### config.mk
export PLATFORM = sky130hd
export DESIGN_NAME = mem_port_arbiter
export DESIGN_NICKNAME = d
export VERILOG_FILES = /design/src/rtl/mem_port_arbiter.sv
export SDC_FILE = /design/constraint.sdc
export NUM_CORES = 1
export LEC_CHECK = 0
export BUFFER_PORTS_ARGS = -buffer_cell sky130_fd_sc_hd__buf_4
export CAP_MARGIN = 20
export CORE_AREA = 2 2 79 81
export CTS_CLUSTER_SIZE = 8
export DETAILED_ROUTE_END_ITERATION = 8
export DIE_AREA = 0 0 81 83
export PLACE_DENSITY = 0.8
export SYNTH_ARGS = -nofsm -noshare
export SYNTH_HDL_FRONTEND = slang
export SYNTH_SLANG_ARGS = --single-unit
### constraint.sdc
create_clock -name clk -period 4.25 [get_ports clk]
set_clock_uncertainty 0.15 [all_clocks]
set_input_delay 0.85 -clock clk [delete_from_list [all_inputs] [get_ports clk]]
set_output_delay 0.85 -clock clk [all_outputs]
set_load 0.05 [all_outputs]
### src/rtl/mem_port_arbiter.sv
// mem_port_arbiter
//   Shares one zero-latency Avalon-MM memory master between two requesters
//   (0 = patch handler, 1 = palette handler). Ownership is round-robin with a
//   bounded hold of MAX_HOLD completed transfers while the other side waits.
//   A transfer is never split: an owner is only dropped when it is idle or
//   when one of its transfers completes.
//
// Ports
//   clk, reset             clock, asynchronous active-high reset
//   r{0,1}_address/read/write/writedata   requester command inputs
//   r{0,1}_waitrequest     stall to requester (1 whenever it is not the owner)
//   r{0,1}_readdata        memory read data, passed straight through
//   mem_address/read/write/writedata      command to the memory master
//   mem_waitrequest, mem_readdata         response from the memory master
//   grant                  one-hot owner, 00 = idle
//   stat_xfer0/1, stat_stall  16-bit saturating statistics
//
// Build option
//   MEM_ARB_STATS_EN  when defined, the stat_* counters are built; otherwise
//                     the stat_* ports are tied to zero.
//
// States
//   S_IDLE | no owner, mem_* driven to zero
//   S_G0   | requester 0 owns the memory port
//   S_G1   | requester 1 owns the memory port

module mem_port_arbiter #(
    parameter int ADDR_W   = 32,
    parameter int DATA_W   = 8,
    parameter int MAX_HOLD = 16
) (
    input  logic              clk,
    input  logic              reset,
    input  logic [ADDR_W-1:0] r0_address,
    input  logic              r0_read,
    input  logic              r0_write,
    input  logic [DATA_W-1:0] r0_writedata,
    output logic              r0_waitrequest,
    output logic [DATA_W-1:0] r0_readdata,
    input  logic [ADDR_W-1:0] r1_address,
    input  logic              r1_read,
    input  logic              r1_write,
    input  logic [DATA_W-1:0] r1_writedata,
    output logic              r1_waitrequest,
    output logic [DATA_W-1:0] r1_readdata,
    output logic [ADDR_W-1:0] mem_address,
    output logic              mem_read,
    output logic              mem_write,
    output logic [DATA_W-1:0] mem_writedata,
    input  logic              mem_waitrequest,
    input  logic [DATA_W-1:0] mem_readdata,
    output logic [1:0]        grant,
    output logic [15:0]       stat_xfer0,
    output logic [15:0]       stat_xfer1,
    output logic [15:0]       stat_stall
);

    typedef enum logic [1:0] {S_IDLE, S_G0, S_G1} state_t;

    state_t     r_state;
    state_t     w_next;
    logic       r_last;
    logic [7:0] r_hold;

    logic       w_act0;
    logic       w_act1;
    logic       w_done;
    logic       w_at_limit;
    logic [8:0] w_hold_inc;

    assign w_act0 = r0_read | r0_write;
    assign w_act1 = r1_read | r1_write;

    assign w_done = ((r_state == S_G0) && w_act0 && !mem_waitrequest) ||
                    ((r_state == S_G1) && w_act1 && !mem_waitrequest);

    // hold keeps counting while the other side is idle, so it may already be
    // past the limit when the other side shows up; >= hands over on the very
    // next completion instead of waiting for a wrap that never comes.
    assign w_hold_inc = {1'b0, r_hold} + 9'd1;
    assign w_at_limit = (w_hold_inc >= 9'(MAX_HOLD));

    always_ff @(posedge clk or posedge reset) begin
        if (reset) begin
            r_state <= S_IDLE;
            r_last  <= 1'b1;
            r_hold  <= 8'd0;
        end else begin
            r_state <= w_next;
            if (w_next != r_state) begin
                r_hold <= 8'd0;
                if (w_next == S_G0)
                    r_last <= 1'b0;
                else if (w_next == S_G1)
                    r_last <= 1'b1;
            end else if (w_done && (r_hold != 8'hFF)) begin
                r_hold <= r_hold + 8'd1;
            end
        end
    end

    always_comb begin
        w_next = r_state;
        case (r_state)
            S_IDLE: begin
                if (w_act0 && w_act1)
                    w_next = r_last ? S_G0 : S_G1;
                else if (w_act0)
                    w_next = S_G0;
                else if (w_act1)
                    w_next = S_G1;
            end
            S_G0: begin
                if (!w_act0 || (w_done && w_at_limit && w_act1))
                    w_next = w_act1 ? S_G1 : (w_act0 ? S_G0 : S_IDLE);
            end
            S_G1: begin
                if (!w_act1 || (w_done && w_at_limit && w_act0))
                    w_next = w_act0 ? S_G0 : (w_act1 ? S_G1 : S_IDLE);
            end
            default: w_next = S_IDLE;
        endcase
    end

    always_comb begin
        mem_address    = '0;
        mem_read       = 1'b0;
        mem_write      = 1'b0;
        mem_writedata  = '0;
        r0_waitrequest = 1'b1;
        r1_waitrequest = 1'b1;
        case (r_state)
            S_G0: begin
                mem_address    = r0_address;
                mem_read       = r0_read;
                mem_write      = r0_write;
                mem_writedata  = r0_writedata;
                r0_waitrequest = mem_waitrequest;
            end
            S_G1: begin
                mem_address    = r1_address;
                mem_read       = r1_read;
                mem_write      = r1_write;
                mem_writedata  = r1_writedata;
                r1_waitrequest = mem_waitrequest;
            end
            default: ;
        endcase
    end

    assign r0_readdata = mem_readdata;
    assign r1_readdata = mem_readdata;
    assign grant       = {r_state == S_G1, r_state == S_G0};

`ifdef MEM_ARB_STATS_EN
    logic [15:0] r_xfer0;
    logic [15:0] r_xfer1;
    logic [15:0] r_stall;
    logic        w_stall_cyc;

    // One increment per cycle, even when both requesters are waiting.
    assign w_stall_cyc = (w_act0 && (r_state != S_G0)) ||
                         (w_act1 && (r_state != S_G1));

    always_ff @(posedge clk or posedge reset) begin
        if (reset) begin
            r_xfer0 <= 16'd0;
            r_xfer1 <= 16'd0;
            r_stall <= 16'd0;
        end else begin
            if (w_done && (r_state == S_G0) && (r_xfer0 != 16'hFFFF))
                r_xfer0 <= r_xfer0 + 16'd1;
            if (w_done && (r_state == S_G1) && (r_xfer1 != 16'hFFFF))
                r_xfer1 <= r_xfer1 + 16'd1;
            if (w_stall_cyc && (r_stall != 16'hFFFF))
                r_stall <= r_stall + 16'd1;
        end
    end

    assign stat_xfer0 = r_xfer0;
    assign stat_xfer1 = r_xfer1;
    assign stat_stall = r_stall;
`else
    assign stat_xfer0 = 16'd0;
    assign stat_xfer1 = 16'd0;
    assign stat_stall = 16'd0;
`endif

endmodule
==> qor.csv <==
metric,value,unit
worst-skew pair later-pin latency,0.24,ns
DRC Markers,0,
Cells after Synth,278,
Arrival @ worst endpoint,2.28,ns
Die Ht,83,um
Clock Tree Buf Depth,2,
htree depth,1,
die span in x,81,um
vias in the first global route,2040,
starting density of the core,36.49,%
Slew HR,37.78,%
number of buffers created by CTS,3,
Avg Inst Size Synth,7.633,um2
YS warnings,0,
Post-synth ARST share,100.0,%
fmax,304.5,MHz
mapped cell area,2122,um2
pwr dens,627.0,nW/um2
via/cell ratio,4.738,
RSZ-0062 raised after global routing,false,
crit path time final,3.284,ns
post-DP HPWL,5411,um
Critical Path Sink Type,output port,
IO buf count,132,
area of the multi-input gates,1458,um2
CP startpoint kind,flop,
ys flop type,dfrtp_1,
post-route cell area,2905,um2
number of synthesized flops with an enable pin,0,
DR WL/cell,14.58,um
Setup CP Type,flop to output port,
area delta synth->final,36.91,%
outcome,completed,
I/O pin cnt,205,
total gr overflow,0,
worst hold slack,0.3448,ns
cts hold-fix bufs,0,
Register Area,276.5,um2
"Hold Violations, Final",0,
"Reg clk slew, reported paths",0.05,ns
Max Cap Viol,0,
GRT Total Usage,18.70,%
layout cell share with drive strength beyond 1,40.99,%
Initial DRT Pass Iterations,4,
Least-Margin Pin Slew,0.9333,ns
ANT cells,0,
peak supply drop,0.0003332,V
dpl cell area,2860,um2
register bit total from synthesis,11,
GR Util met2,31.63,%
initial antenna violation count,1,
RePlAce Congestion,0.9150,
Synth cell types,45,
WL final,6678,um
max-slew violations,0,
pin count of the biggest net entering global routing,48,
"most common cell after layout, fill and taps aside",buf_4,
Worst Hold Class,flop to flop,
# clock sinks,11,
first-pass GRT wire length,10250,um
post-CTS setup buffer count,0,
M3 GR Usage,5.870,%
die footprint,6723,um2
setup TNS,0,ns
GR peak layer,met2,
nets,486,
P_leak,1.393,nW
Core Box Area,5816,um2
final-report setup violation count,0,
met1 Track Usage GR,23.80,%
"commonest cells after routing, fill and taps aside","buf_4 (134), conb_1 (48), a22oi_1 (42), nor2b_1 (42), nor2_1 (18)",
via count,2170,
DRT antenna net count,0,
post-CTS sizing,0,
Filler cells,589,
crit path max fanout,42,
final worst-path cycle share,77.26,%
CTS tree,built,
row cnt,28,
sequential share of the synthesized area,13.03,%
root buf cell,clkbuf_8,
Worst Path Required,3.25,ns
drt initial violations,131,
-- where the power goes --
group / leakage, nW / switching [W] / internal (W) / total, W
Clock: 0.0228 / 0.0000410 / 0.0000660 / 0.000107
Sequential: 0.147 / 0.0000334 / 0.000127 / 0.000161
Combinational: 1.22 / 0.00104 / 0.000517 / 0.00155
-- synthesized netlist by cell type, types with 2 or more instances --
cell type  count  area [um2]
a21o_1         2       15.01
a21oi_1        7       35.03
a21oi_2        2       17.52
a22oi_1       42       315.3
a31oi_1        4       25.02
buf_1          6       22.52
buf_4         64       480.5
clkbuf_1      10       37.54
dfrtp_1       10       250.2
ha_1           7       87.58
inv_1          7       26.28
mux2i_1        3       30.03
nand2_1        7       26.28
nand2b_1       3       18.77
nand3_1        4       20.02
nand4_1        3       18.77
nor2_1        18       67.56
nor2b_1       42       262.8
nor3_1         2       10.01
o21ai_0        5       25.02
o21ai_1        2       10.01
or2_2          2       12.51
xnor2_1        2       17.52
xor2_1         3       26.28
-- registers in the layout (all words and copies together) (netlist names) --
name and flops:
r_last 1, r_state 2, r_hold 8
-- worst max-delay path, cell delays in order, from the launching register on --
cell	delay [ns]
dfrtp_1	0.53
inv_1	0.13
ha_1	0.92
nor2b_1	0.24
buf_4	0.21
-- through the flow --
| stage | total power, W | cells | util [%] | setup WS (ns) |
|---|---|---|---|---|
| global placement | 0.001697 | 454 | 49.18 | 1.233 |
| CTS | 0.001827 | 458 | 49.96 | 0.9341 |
| global route | 0.001940 | 458 | 49.96 | 0.7683 |
| detailed placement | 0.001716 | 454 | 49.18 | 1.183 |
| finish | 0.001822 | 458 | 49.96 | 0.9664 |
| floorplan | 0.001403 | 325 | - | 0.7305 |
-- cell type report --
class,instances,area share (%)
clock buffers,4,1.550
inverters,7,0.9044
repair buffers,134,34.63
flip-flops and latches,11,9.518
well taps,75,3.230
multi-input cells,227,50.17
-- cells by family (layout without fill, tap and decap cells) --
family	after synthesis	after routing	synth area share [%]
AND/OR/NAND/NOR	87	87	23.35
buffers and inverters	87	145	26.71
AO/OA/AOI/OAI	76	76	28.48
flip-flops	11	11	13.03
adder cells (fa/ha/maj)	7	7	4.127
XOR/XNOR	5	5	2.064
multiplexers	4	4	2.064
other	1	48	0.1767
-- path summary, 6_finish.rpt --
path,cells after the start,slack (ns),from,to
setup / recovery,4,0.97,r_state[1],mem_address[3]
hold / removal,2,0.34,r_last,r_last
setup reg to reg,12,1.29,r_state[0],r_last
hold reg to reg,2,0.34,r_last,r_last
max in group asynchronous,2,3.16,reset,r_last
min in group asynchronous,2,0.46,reset,r_state[1]
-- metal layers --
metal  routed length [um]  up-vias
met5                   16        -
met3                  702        7
li1                     -     1062
met4                   20        2
met2                 3266       97
met1                 2671     1002
Note: power is estimated with default switching activity, not from simulation.
